$ cat config.mk
export PLATFORM = sky130hd
export DESIGN_NAME = ex_muldiv
export DESIGN_NICKNAME = d
export VERILOG_FILES = /design/src/rtl/ex_muldiv_pkg.sv /design/src/rtl/ex_muldiv_serial_div_step.sv /design/src/rtl/ex_muldiv.sv
export SDC_FILE = /design/constraint.sdc
export NUM_CORES = 1
export LEC_CHECK = 0
export CAP_MARGIN = 30
export CELL_PAD_IN_SITES_DETAIL_PLACEMENT = 0
export CELL_PAD_IN_SITES_GLOBAL_PLACEMENT = 1
export CORE_ASPECT_RATIO = 0.6
export CORE_MARGIN = 2
export CORE_UTILIZATION = 35
export DETAILED_ROUTE_END_ITERATION = 16
export DONT_BUFFER_PORTS = 1
export PLACE_DENSITY_LB_ADDON = 0.1
export SYNTH_ARGS = -nofsm -noshare
export SYNTH_HDL_FRONTEND = slang
export SYNTH_HIERARCHICAL = 1
export SYNTH_SLANG_ARGS = --single-unit
$ cat constraint.sdc
create_clock -name clk -period 3.95 [get_ports clk]
set_clock_uncertainty 0.15 [all_clocks]
set_input_delay 0.79 -clock clk [delete_from_list [all_inputs] [get_ports clk]]
set_output_delay 0.79 -clock clk [all_outputs]
set_load 0.05 [all_outputs]
$ cat src/rtl/ex_muldiv_pkg.sv
// Shared encodings for the execute-stage multiply/divide unit: funct3 op codes,
// FSM states and the divide special-case constants.
package ex_muldiv_pkg;

  localparam int MD_XLEN = 32;

  typedef enum logic [2:0] {
    MD_MUL    = 3'd0,
    MD_MULH   = 3'd1,
    MD_MULHSU = 3'd2,
    MD_MULHU  = 3'd3,
    MD_DIV    = 3'd4,
    MD_DIVU   = 3'd5,
    MD_REM    = 3'd6,
    MD_REMU   = 3'd7
  } md_op_e;

  typedef enum logic [1:0] {
    MD_IDLE = 2'd0,
    MD_CALC = 2'd1,
    MD_DONE = 2'd2
  } md_state_e;

  localparam logic [MD_XLEN-1:0] MD_DIV0_Q       = '1;
  localparam logic [MD_XLEN-1:0] MD_OVF_DIVIDEND = 32'h8000_0000;

  function automatic logic md_a_signed(input md_op_e op);
    return op inside {MD_MULH, MD_MULHSU, MD_DIV, MD_REM};
  endfunction

  function automatic logic md_b_signed(input md_op_e op);
    return op inside {MD_MULH, MD_DIV, MD_REM};
  endfunction

endpackage

$ cat src/rtl/ex_muldiv_serial_div_step.sv
// One restoring-division step: shift the next dividend bit into the remainder
// and keep the subtraction only when it does not borrow.
module serial_div_step #(
  parameter int XLEN = 32
) (
  input  logic [XLEN-1:0] rem_i,
  input  logic [XLEN-1:0] quo_i,
  input  logic [XLEN-1:0] div_i,
  output logic [XLEN-1:0] rem_o,
  output logic [XLEN-1:0] quo_o
);

  logic [XLEN:0] shifted;
  logic [XLEN:0] diff;

  // rem_i < div_i always holds, so diff[XLEN] is a clean borrow flag.
  always_comb begin
    shifted = {rem_i, quo_i[XLEN-1]};
    diff    = shifted - {1'b0, div_i};
    rem_o   = diff[XLEN] ? shifted[XLEN-1:0] : diff[XLEN-1:0];
    quo_o   = {quo_i[XLEN-2:0], ~diff[XLEN]};
  end

endmodule

$ cat src/rtl/ex_muldiv.sv
// Iterative RV32M multiply/divide unit (IDLE/CALC/DONE). Defining
// MULDIV_FAST_MUL_EN makes the four multiplies single-cycle combinational.
module ex_muldiv
  import ex_muldiv_pkg::*;
#(
  parameter int XLEN  = MD_XLEN,
  parameter int CNT_W = 6
) (
  input  logic            clk,
  input  logic            rst_n,
  input  logic            start,
  input  logic [2:0]      op,
  input  logic [XLEN-1:0] src_a,
  input  logic [XLEN-1:0] src_b,
  input  logic            flush,
  output logic            busy,
  output logic            valid,
  output logic [XLEN-1:0] result
);

  // Handshake: start is taken on any edge where busy=0 (IDLE or DONE) and
  // flush=0; valid pulses for one cycle and result is held until the next pulse.
  md_state_e         state_q;
  md_op_e            op_q;
  md_op_e            op_in;
  logic [2*XLEN-1:0] acc_q;
  logic [XLEN-1:0]   opb_q;
  logic [CNT_W-1:0]  cnt_q;
  logic              neg_q;
  logic              rneg_q;
  logic              valid_q;
  logic [XLEN-1:0]   result_q;

  logic              is_div, sa, sb, div_zero, div_ovf;
  logic [XLEN-1:0]   mag_a, mag_b;
  md_state_e         l_state;
  logic [2*XLEN-1:0] l_acc;
  logic [XLEN-1:0]   l_opb;
  logic              l_neg, l_rneg;

  assign op_in = md_op_e'(op);

`ifdef MULDIV_FAST_MUL_EN
  logic signed [2*XLEN+1:0] fast_prod;
  assign fast_prod = $signed({md_a_signed(op_in) & src_a[XLEN-1], src_a})
                   * $signed({md_b_signed(op_in) & src_b[XLEN-1], src_b});
`endif

  // Launch values: the accumulator holds {remainder, quotient} for divides and
  // {product_hi, multiplier} for multiplies; specials preload the final answer.
  always_comb begin
    is_div   = op[2];
    sa       = md_a_signed(op_in) & src_a[XLEN-1];
    sb       = md_b_signed(op_in) & src_b[XLEN-1];
    mag_a    = sa ? -src_a : src_a;
    mag_b    = sb ? -src_b : src_b;
    div_zero = is_div && (src_b == '0);
    div_ovf  = ((op_in == MD_DIV) || (op_in == MD_REM)) &&
               (src_a == MD_OVF_DIVIDEND) && (src_b == '1);
    l_state  = MD_CALC;
    l_acc    = is_div ? {{XLEN{1'b0}}, mag_a} : {{XLEN{1'b0}}, mag_b};
    l_opb    = is_div ? mag_b : mag_a;
    l_neg    = sa ^ sb;
    l_rneg   = sa;
    if (div_zero) begin
      l_state = MD_DONE;
      l_acc   = {src_a, MD_DIV0_Q};
      l_neg   = 1'b0;
      l_rneg  = 1'b0;
    end else if (div_ovf) begin
      l_state = MD_DONE;
      l_acc   = {{XLEN{1'b0}}, MD_OVF_DIVIDEND};
      l_neg   = 1'b0;
      l_rneg  = 1'b0;
    end
`ifdef MULDIV_FAST_MUL_EN
    else if (!is_div) begin
      l_state = MD_DONE;
      l_acc   = fast_prod[2*XLEN-1:0];
      l_neg   = 1'b0;
      l_rneg  = 1'b0;
    end
`endif
  end

  logic [XLEN:0]     mul_sum;
  logic [2*XLEN-1:0] mul_next;
  logic [XLEN-1:0]   div_rem, div_quo;

  assign mul_sum  = {1'b0, acc_q[2*XLEN-1:XLEN]} +
                    (acc_q[0] ? {1'b0, opb_q} : {(XLEN+1){1'b0}});
  assign mul_next = {mul_sum, acc_q[XLEN-1:1]};

  serial_div_step #(.XLEN(XLEN)) u_div_step (
    .rem_i (acc_q[2*XLEN-1:XLEN]),
    .quo_i (acc_q[XLEN-1:0]),
    .div_i (opb_q),
    .rem_o (div_rem),
    .quo_o (div_quo)
  );

  logic [2*XLEN-1:0] prod;
  logic [XLEN-1:0]   quo, rem, done_res;

  always_comb begin
    prod     = neg_q  ? -acc_q : acc_q;
    quo      = neg_q  ? -acc_q[XLEN-1:0] : acc_q[XLEN-1:0];
    rem      = rneg_q ? -acc_q[2*XLEN-1:XLEN] : acc_q[2*XLEN-1:XLEN];
    done_res = rem;
    case (op_q)
      MD_MUL:                       done_res = prod[XLEN-1:0];
      MD_MULH, MD_MULHSU, MD_MULHU: done_res = prod[2*XLEN-1:XLEN];
      MD_DIV, MD_DIVU:              done_res = quo;
      default:                      done_res = rem;
    endcase
  end

  always_ff @(posedge clk or negedge rst_n) begin
    if (!rst_n) begin
      state_q  <= MD_IDLE;
      op_q     <= MD_MUL;
      acc_q    <= '0;
      opb_q    <= '0;
      cnt_q    <= '0;
      neg_q    <= 1'b0;
      rneg_q   <= 1'b0;
      valid_q  <= 1'b0;
      result_q <= '0;
    end else begin
      valid_q <= 1'b0;
      case (state_q)
        MD_CALC: begin
          if (flush) begin
            state_q <= MD_IDLE;
          end else begin
            acc_q <= is_div_q() ? {div_rem, div_quo} : mul_next;
            cnt_q <= cnt_q - 1'b1;
            if (cnt_q == '0) state_q <= MD_DONE;
          end
        end
        MD_DONE: begin
          if (flush) begin
            state_q <= MD_IDLE;
          end else begin
            result_q <= done_res;
            valid_q  <= 1'b1;
            state_q  <= MD_IDLE;
            if (start) begin
              state_q <= l_state;
              op_q    <= op_in;
              acc_q   <= l_acc;
              opb_q   <= l_opb;
              neg_q   <= l_neg;
              rneg_q  <= l_rneg;
              cnt_q   <= CNT_W'(XLEN-1);
            end
          end
        end
        default: begin
          if (start && !flush) begin
            state_q <= l_state;
            op_q    <= op_in;
            acc_q   <= l_acc;
            opb_q   <= l_opb;
            neg_q   <= l_neg;
            rneg_q  <= l_rneg;
            cnt_q   <= CNT_W'(XLEN-1);
          end
        end
      endcase
    end
  end

  function automatic logic is_div_q();
    return op_q[2];
  endfunction

  assign busy   = (state_q == MD_CALC);
  assign valid  = valid_q;
  assign result = result_q;

endmodule

==> results of run 1 <==
==> cells in the mapped netlist (14+ instances only) <==
library cell	number	area [sq um]
nand2_1	242	908.4
a211oi_1	30	225.2
xnor2_1	102	893.4
a21o_1	37	277.8
nor3_1	24	120.1
a31oi_1	27	168.9
or4_1	16	120.1
nand3_1	23	115.1
o21ai_0	220	1101
a21oi_1	212	1061
and2_1	41	256.5
dfrtp_1	142	3553
inv_1	74	277.8
or3_1	25	156.4
mux2i_1	56	560.5
o31ai_1	34	255.2
nand2b_1	14	87.58
ha_1	73	913.4
nand4_1	16	100.1
nor2_1	135	506.7
xor2_1	91	797.0
buf_4	31	232.7
mux2_4	25	375.4
nor4_1	18	112.6
clkbuf_1	105	394.1
==> metal layers <==
metal	wire (microns)	track usage [%]	up-vias
met5	50	0	-
met4	706	4.182	2
met3	8812	12.44	40
met2	23950	35.08	730
met1	34140	47.09	7452
li1	-	-	7226
==> power by group through the flow <==
stage / clock network (mW) / registers (mW) / logic (mW)
2_1_floorplan: 0 / 3.24 / 9.03
3_3_place_gp: 0 / 3.62 / 12.6
3_5_place_dp: 0 / 3.62 / 12.5
4_1_cts: 1.75 / 3.59 / 12.6
5_1_grt: 1.82 / 3.72 / 14.7
6_report: 1.72 / 3.64 / 13.7
==> timing repair <==
item	CTS	global route
endpoints found under the hold margin	142	142
gates resized for setup	0	53
buffers inserted	0	4
setup endpoints to repair	0	29
==> how the worst max path moves through the flow <==
| stage | endpoint | slack, ns |
|---|---|---|
| after global placement | acc_q[45]$_DFFE_PN0P_ | 0.06 |
| after floorplan | acc_q[61]$_DFFE_PN0P_ | 0.03 |
| final | acc_q[55]$_DFFE_PN0P_ | 0.03 |
| after global routing | acc_q[41]$_DFFE_PN0P_ | -0.07 |
| after CTS | acc_q[61]$_DFFE_PN0P_ | 0.03 |
| after detailed placement | acc_q[50]$_DFFE_PN0P_ | 0.05 |
==> logic make-up after synthesis <==
group                    synth area share, %
multiplexers                           7.033
flip-flops                             23.09
XOR/XNOR                               11.16
AO/OA/AOI/OAI                          27.37
buffers and inverters                  6.764
AND/OR/NAND/NOR                        18.39
adder cells (fa/ha/maj)                6.195
==> layout by cell type, fill, tap and decap left out, types with 9 or more instances in the layout <==
cell,n
nor3_1,23
xor2_1,91
o21a_1,10
a21o_1,37
nand4_1,16
a31oi_1,27
mux2i_1,56
nand2_1,239
o31ai_1,34
o41ai_1,9
buf_4,110
o221ai_1,9
dfrtp_1,139
nor4_1,18
o21bai_1,10
o21ai_1,26
and2_1,41
a211oi_1,29
o21ai_0,199
nor2_1,133
inv_1,72
a21oi_1,211
ha_1,71
or4_1,16
nand2b_1,13
clkbuf_16,18
mux2_2,13
xnor2_1,102
nand3_1,23
o22ai_1,11
mux2_4,25
or3_1,25
==> final cells by class <==
cell class                      count  area share (%)
Clock inverter                     15          0.9514
Inverter                           76           1.669
Tap cell                          579           4.237
Clock buffer                       17           2.488
Multi-Input combinational cell   1656           64.01
Timing Repair Buffer              120           5.818
Sequential cell                   142           20.82
==> per-stage QoR <==
stage               instance area, sq um  TNS (ns)  hold WS (ns)  total power [mW]
finish                             17100         0       -0.1372             19.04
global route                       17100   -0.8257       -0.1579             20.20
CTS                                16880         0       -0.1559             17.98
detailed placement                 16290         0        0.3517             16.17
global placement                   16290         0        0.3489             16.22
floorplan                          15390         0        0.3139             12.27
==> registers in the layout, indices dropped and copies added (netlist names) <==
name     count
rneg_q       1
neg_q        1
opb_q       32
valid        1
cnt_q        6
result      32
acc_q       64
state_q      2
op_q         3
==> worst max-delay path, cell delays in order (launching register included) <==
cell and delay (ns):
dfrtp_1 0.43, buf_4 0.22, and2_1 0.16, ha_1 0.32, o21ai_0 0.53, o211ai_1 0.22
a221oi_1 0.30, buf_4 0.20, a21oi_1 0.09, a31oi_1 0.20, buf_4 0.20, buf_4 0.16
a21oi_1 0.08, xor2_1 0.14, nand2_1 0.07, a31oi_1 0.32
==> summary.txt, run 1 <==
Final layout
  – Register area: 0.003560 sq mm
  – Multi-input gate area: 0.01094 sq mm
  – Fin cells: ~2,600
  – Fillers: 4,514
  – Final Util: between 30% and 40%
  – NumNets Final: between 2,000 and 2,500
  – Area delta synth->final: 11.09%
  – Antenna Cells: 0
  – Share of cells above drive strength 1: about an eighth

Logic synthesis
  – Synthesized cell area: between 0.015 and 0.02 sq mm
  – Ys Warns: 6
  – Most used DFF post-synth: dfrtp_1
  – Yosys cell types: 85
  – Post-synth EDFFs: 0
  – Syn Area/Cell: 7.589 sq um
  – Seq cells post-synth: 142
  – Seq/Total Area, Yosys: between 20% and 30%
  – FFs w/ async S/R, synth: 100.0%
  – Synth Instances: 2,028
  – Post-Syn Nets: 2,174

Die
  – Cell Rows: 59
  – DIE HEIGHT: about 170 microns
  – Die area: 0.04572 sq mm
  – Placeable Area: between 0.04 and 0.05 sq mm
  – Die Span X: ~270 microns
  – I/O pins: ~110
  – Starting density of the core: 35.52%

Setup path
  – RR Endpoint: acc_q[55]$_DFFE_PN0P_
  – Reg2reg path depth: 15
  – Reg2reg start: acc_q[0]$_DFFE_PN0P_
  – Worst Setup SP: acc_q[0]$_DFFE_PN0P_
  – CP max FO: 16
  – Worst path required time: approximately 4.2 ns
  – Kind of end point of the critical path: flop
  – Reg2Reg Setup Slack: ~0.035 ns
  – Worst EP arrival: between 4 and 5 ns
  – Crit start category: flop
  – WS Path Type: flop to flop

Detailed routing
  – 1st-iter DRT viols: 1,795
  – Detailed Routing Iterations Pass 1: 8
  – Vias after detailed routing: roughly 15,000
  – Number of remaining DRC errors: 0
  – WL/cell: around 26 microns
  – Via density: around 6
  – Final WL: between 60,000 and 70,000 microns
  – Routed Antenna Nets: 0

Placement
  – RePlAce Congestion: just under 1
  – Final HPWL DP: about 53,000 microns
  – Worst slack, placed: about 0.050 ns
  – Cells after DPL: around 2,600
  – Port-buffer cells: 0

STA
  – Final worst setup slack: about 0.035 ns
  – Final Hold Fails: roughly 140
  – Fmax: between 200 and 300 MHz
  – Slew Viols, Final: 0
  – Hold Slack: -0.1372 ns
  – Unrepaired setup endpoints after global routing: true
  – Final worst path period share: between 90% and 100%
  – Worst-margin pin slew: around 1.1 ns
  – Final setup vio count: 0
  – Min cycle time layout: a little under 4 ns
  – Relative slew margins: ~28%

CTS
  – TritonCTS buffer count: 17
  – Worst-path clk slew: around 0.070 ns
  – Root buffer cell: clkbuf_16
  – CTS Sinks: roughly 140
  – CTS tree: yes
  – H-Tree Depth: 4
  – Clk_lat worst skew: between 0.4 and 0.5 ns
  – CTS max path bufs: 2

Power
  – Internal: around 9 mW
  – Gate power share: about 72%
  – Pleak: 7.129 nW
  – Worst vdd ir: 606.9 uV
  – Pwr dens: between 1000 and 1500 mW/mm^2
  – P_sw: 10.24 mW
  – Sequential fraction of design power: 19.1%
  – Clk pwr share: ~9.0%
  – Switching Share: between 50 and 60%

Global routing
  – Vias in the first global route: about 14,000
  – Largest net degree at the start of global routing: between 100 and 150
  – Total Routing Usage GR: 29.31%
  – First-pass GRT wire length: between 90,000 and 100,000 microns
  – Gr ovfl total: 0
  – Initial antenna violation count: 1

Status
  – Failing checks: negative hold slack
  – Outcome: finished with violations

Job
  – Max-cap violations: 0

Hold path
  – Hold WC Path Type: primary input to asynchronous set/reset pin
Note: power is estimated with default switching activity, not from simulation.
==> inputs of run 2 (changes only) <==
Settings changed: TNS_END_PERCENT set to 20.
==> run 2 against run 1 <==
The run still ends with negative hold slack left. Via count down 0.56%. Fmax up 0.15%. Highest routed layer unchanged. Power is 0.53% lower. Worst setup slack improved by 0.0057 ns. Sequential share of layout area hardly changed. Global-route usage did not move. Register-to-register slack barely moved. Critical path depth is the same. Clock power hardly changed. Routed wire length is 0.24% lower. Final area is 0.11% lower. Die area unchanged.
==> summary.txt, run 2 (same netlist as run 1, synthesis figures left out) <==
Detailed routing
  – Via density: approximately 5.9
  – Final WL: between 60,000 and 70,000 microns
  – Top Layer Used: met5
  – Wire length on met3: 8543 microns
  – Detailed Routing Iterations Pass 1: 5
  – WL/cell: 25.92 microns
  – Number of remaining DRC errors: 0
  – 1st-iter DRT viols: between 1,500 and 2,000
  – Wire length on met1: 34,280 microns
  – Met2 wire len: 24,040 microns
  – Routed Antenna Nets: 0
  – Vias after detailed routing: ~15,000

Status
  – Outcome: finished with violations
  – Failing checks: negative hold slack

CTS
  – CTS max path bufs: 2
  – TritonCTS buffer count: 17
  – H-Tree Depth: 4
  – Root buffer cell: clkbuf_16
  – Worst-path clk slew: 0.08 ns
  – Clk_lat worst skew: between 0.4 and 0.5 ns
  – CTS tree: yes
  – CTS Sinks: 142

STA
  – Final Hold Fails: around 140
  – Hold Slack: -0.1406 ns
  – Relative slew margins: a little over a quarter
  – Final setup vio count: 0
  – Unrepaired setup endpoints after global routing: true
  – Fmax: roughly 260 MHz
  – Setup TNS: 0 ns
  – Slew Viols, Final: 0
  – Final worst path period share: between 90% and 100%
  – Min cycle time layout: around 4 ns
  – Worst-margin pin slew: 1.090 ns

Setup path
  – Critical path cell sequence: buf_4 -> and2_1 -> ha_1 -> o21ai_0 -> o211ai_1 -> a221oi_1 -> buf_4 -> a21oi_1 -> a31oi_1 -> buf_4 -> buf_4 -> a21oi_1 -> xor2_1 -> nand2_1 -> a31oi_1
  – Kind of end point of the critical path: flop
  – Reg2Reg Setup Slack: slightly above 0.04 ns
  – Buf/Inv on CP: 4
  – Reg2reg path depth: 15
  – Worst path required time: 4.15 ns
  – Worst Setup EP: acc_q[55]$_DFFE_PN0P_
  – Largest delay share family, worst path: compound AO/OA/AOI/OAI gates
  – Total stage count of the critical path: 15
  – Reg2reg start: acc_q[0]$_DFFE_PN0P_
  – Worst EP arrival: just over 4 ns
  – Crit start category: flop
  – Slowest cell on crit path: o21ai_0
  – CP dominant cell by count: buf_4
  – CP max FO: 16
  – Crit path largest cell delay: ~0.50 ns
  – WS Path Type: flop to flop
  – Worst Setup SP: acc_q[0]$_DFFE_PN0P_
  – RR Endpoint: acc_q[55]$_DFFE_PN0P_

Final layout
  – Max reg flops: between 60 and 70
  – Biggest register: acc_q
  – Commonest cells after routing, fill and taps aside: nand2_1 (239), a21oi_1 (211), o21ai_0 (199)
  – Fillers: between 4,000 and 5,000
  – Share of cells above drive strength 1: about 12%
  – Fin cells: ~2,600
  – Commonest non-fill, non-tap cell in the layout: nand2_1
  – NumNets Final: approximately 2,200
  – Area delta synth->final: 10.97%
  – Antenna Cells: 0

Power
  – Worst vdd ir: 595.6 uV
  – Pwr dens: approximately 1100 mW/mm^2
  – Pleak: 7.120 nW
  – Post-layout power: ~19 mW

Placement
  – Final HPWL DP: ~53,000 microns
  – Port-buffer cells: 0
  – RePlAce Congestion: between 0.9 and 1
  – Cells after DPL: 2,567

Die
  – Die Span X: between 200 and 300 microns
  – DIE HEIGHT: approximately 170 microns
  – I/O pins: roughly 110
  – Cell Rows: 59
  – Die area: ~0.046 sq mm
  – Starting density of the core: between 30% and 40%
  – Placeable Area: around 0.043 sq mm

Global routing
  – Largest net degree at the start of global routing: about 140
  – Gr ovfl total: 0
  – Initial antenna violation count: 1
  – Vias in the first global route: between 10,000 and 15,000
  – First-pass GRT wire length: approximately 98,000 microns
  – Total Routing Usage GR: between 20% and 30%

Hold path
  – Hold WC Path Type: primary input to asynchronous set/reset pin

Job
  – Max-cap violations: 0
==> run 2: worst min-delay path by stage <==
stage                                from                     end  slack, ns  depth (start not counted)
finish                              rst_n   acc_q[50]$_DFFE_PN0P_      -0.14                          0
floorplan           opb_q[12]$_DFFE_PN0P_   opb_q[12]$_DFFE_PN0P_       0.31                          2
global placement                    rst_n   result[8]$_DFFE_PN0P_       0.35                          0
CTS                                 rst_n   result[8]$_DFFE_PN0P_      -0.16                          0
detailed placement                  rst_n   result[8]$_DFFE_PN0P_       0.35                          0
global route                        rst_n  result[27]$_DFFE_PN0P_      -0.16                          0
==> run 2: final cells by class <==
cell class	instances	area (sq um)	share of cell area (%)
clock buffers	17	425.4	2.491
clock inverters	15	162.7	0.9525
inverters	76	285.3	1.670
multi-input cells	1656	10940	64.09
flip-flops and latches	142	3560	20.84
well taps	579	724.4	4.242
repair buffers	119	975.9	5.715
==> run 2: what timing repair did <==
item	in CTS	in global routing
hold endpoints to repair	142	142
endpoints found under the setup margin	0	29
gates resized for setup	0	50
setup buffers	0	3
==> run 2: metal layers <==
layer / track usage [%] / vias up
met5: 0 / -
met4: 4.182 / 2
met3: 12.44 / 29
met2: 35.08 / 720
met1: 47.09 / 7395
li1: - / 7218
==> run 2: power breakdown <==
| part | switching (mW) | internal [mW] | total, mW |
|---|---|---|---|
| Combinational | 7.79 | 5.79 | 13.6 |
| Sequential | 1.54 | 2.10 | 3.64 |
| Clock | 0.869 | 0.849 | 1.72 |
| Total | 10.2 | 8.74 | 18.9 |
==> run 2: through the flow <==
| step | worst slack [ns] | cell area (sq um) | utilization, % |
|---|---|---|---|
| after floorplan | 0.02657 | 15390 | - |
| after global routing | -0.06738 | 17080 | 39.41 |
| after CTS | 0.03498 | 16880 | 38.96 |
| after global placement | 0.06224 | 16290 | 37.60 |
| final | 0.04043 | 17080 | 39.41 |
| after detailed placement | 0.05016 | 16290 | 37.60 |
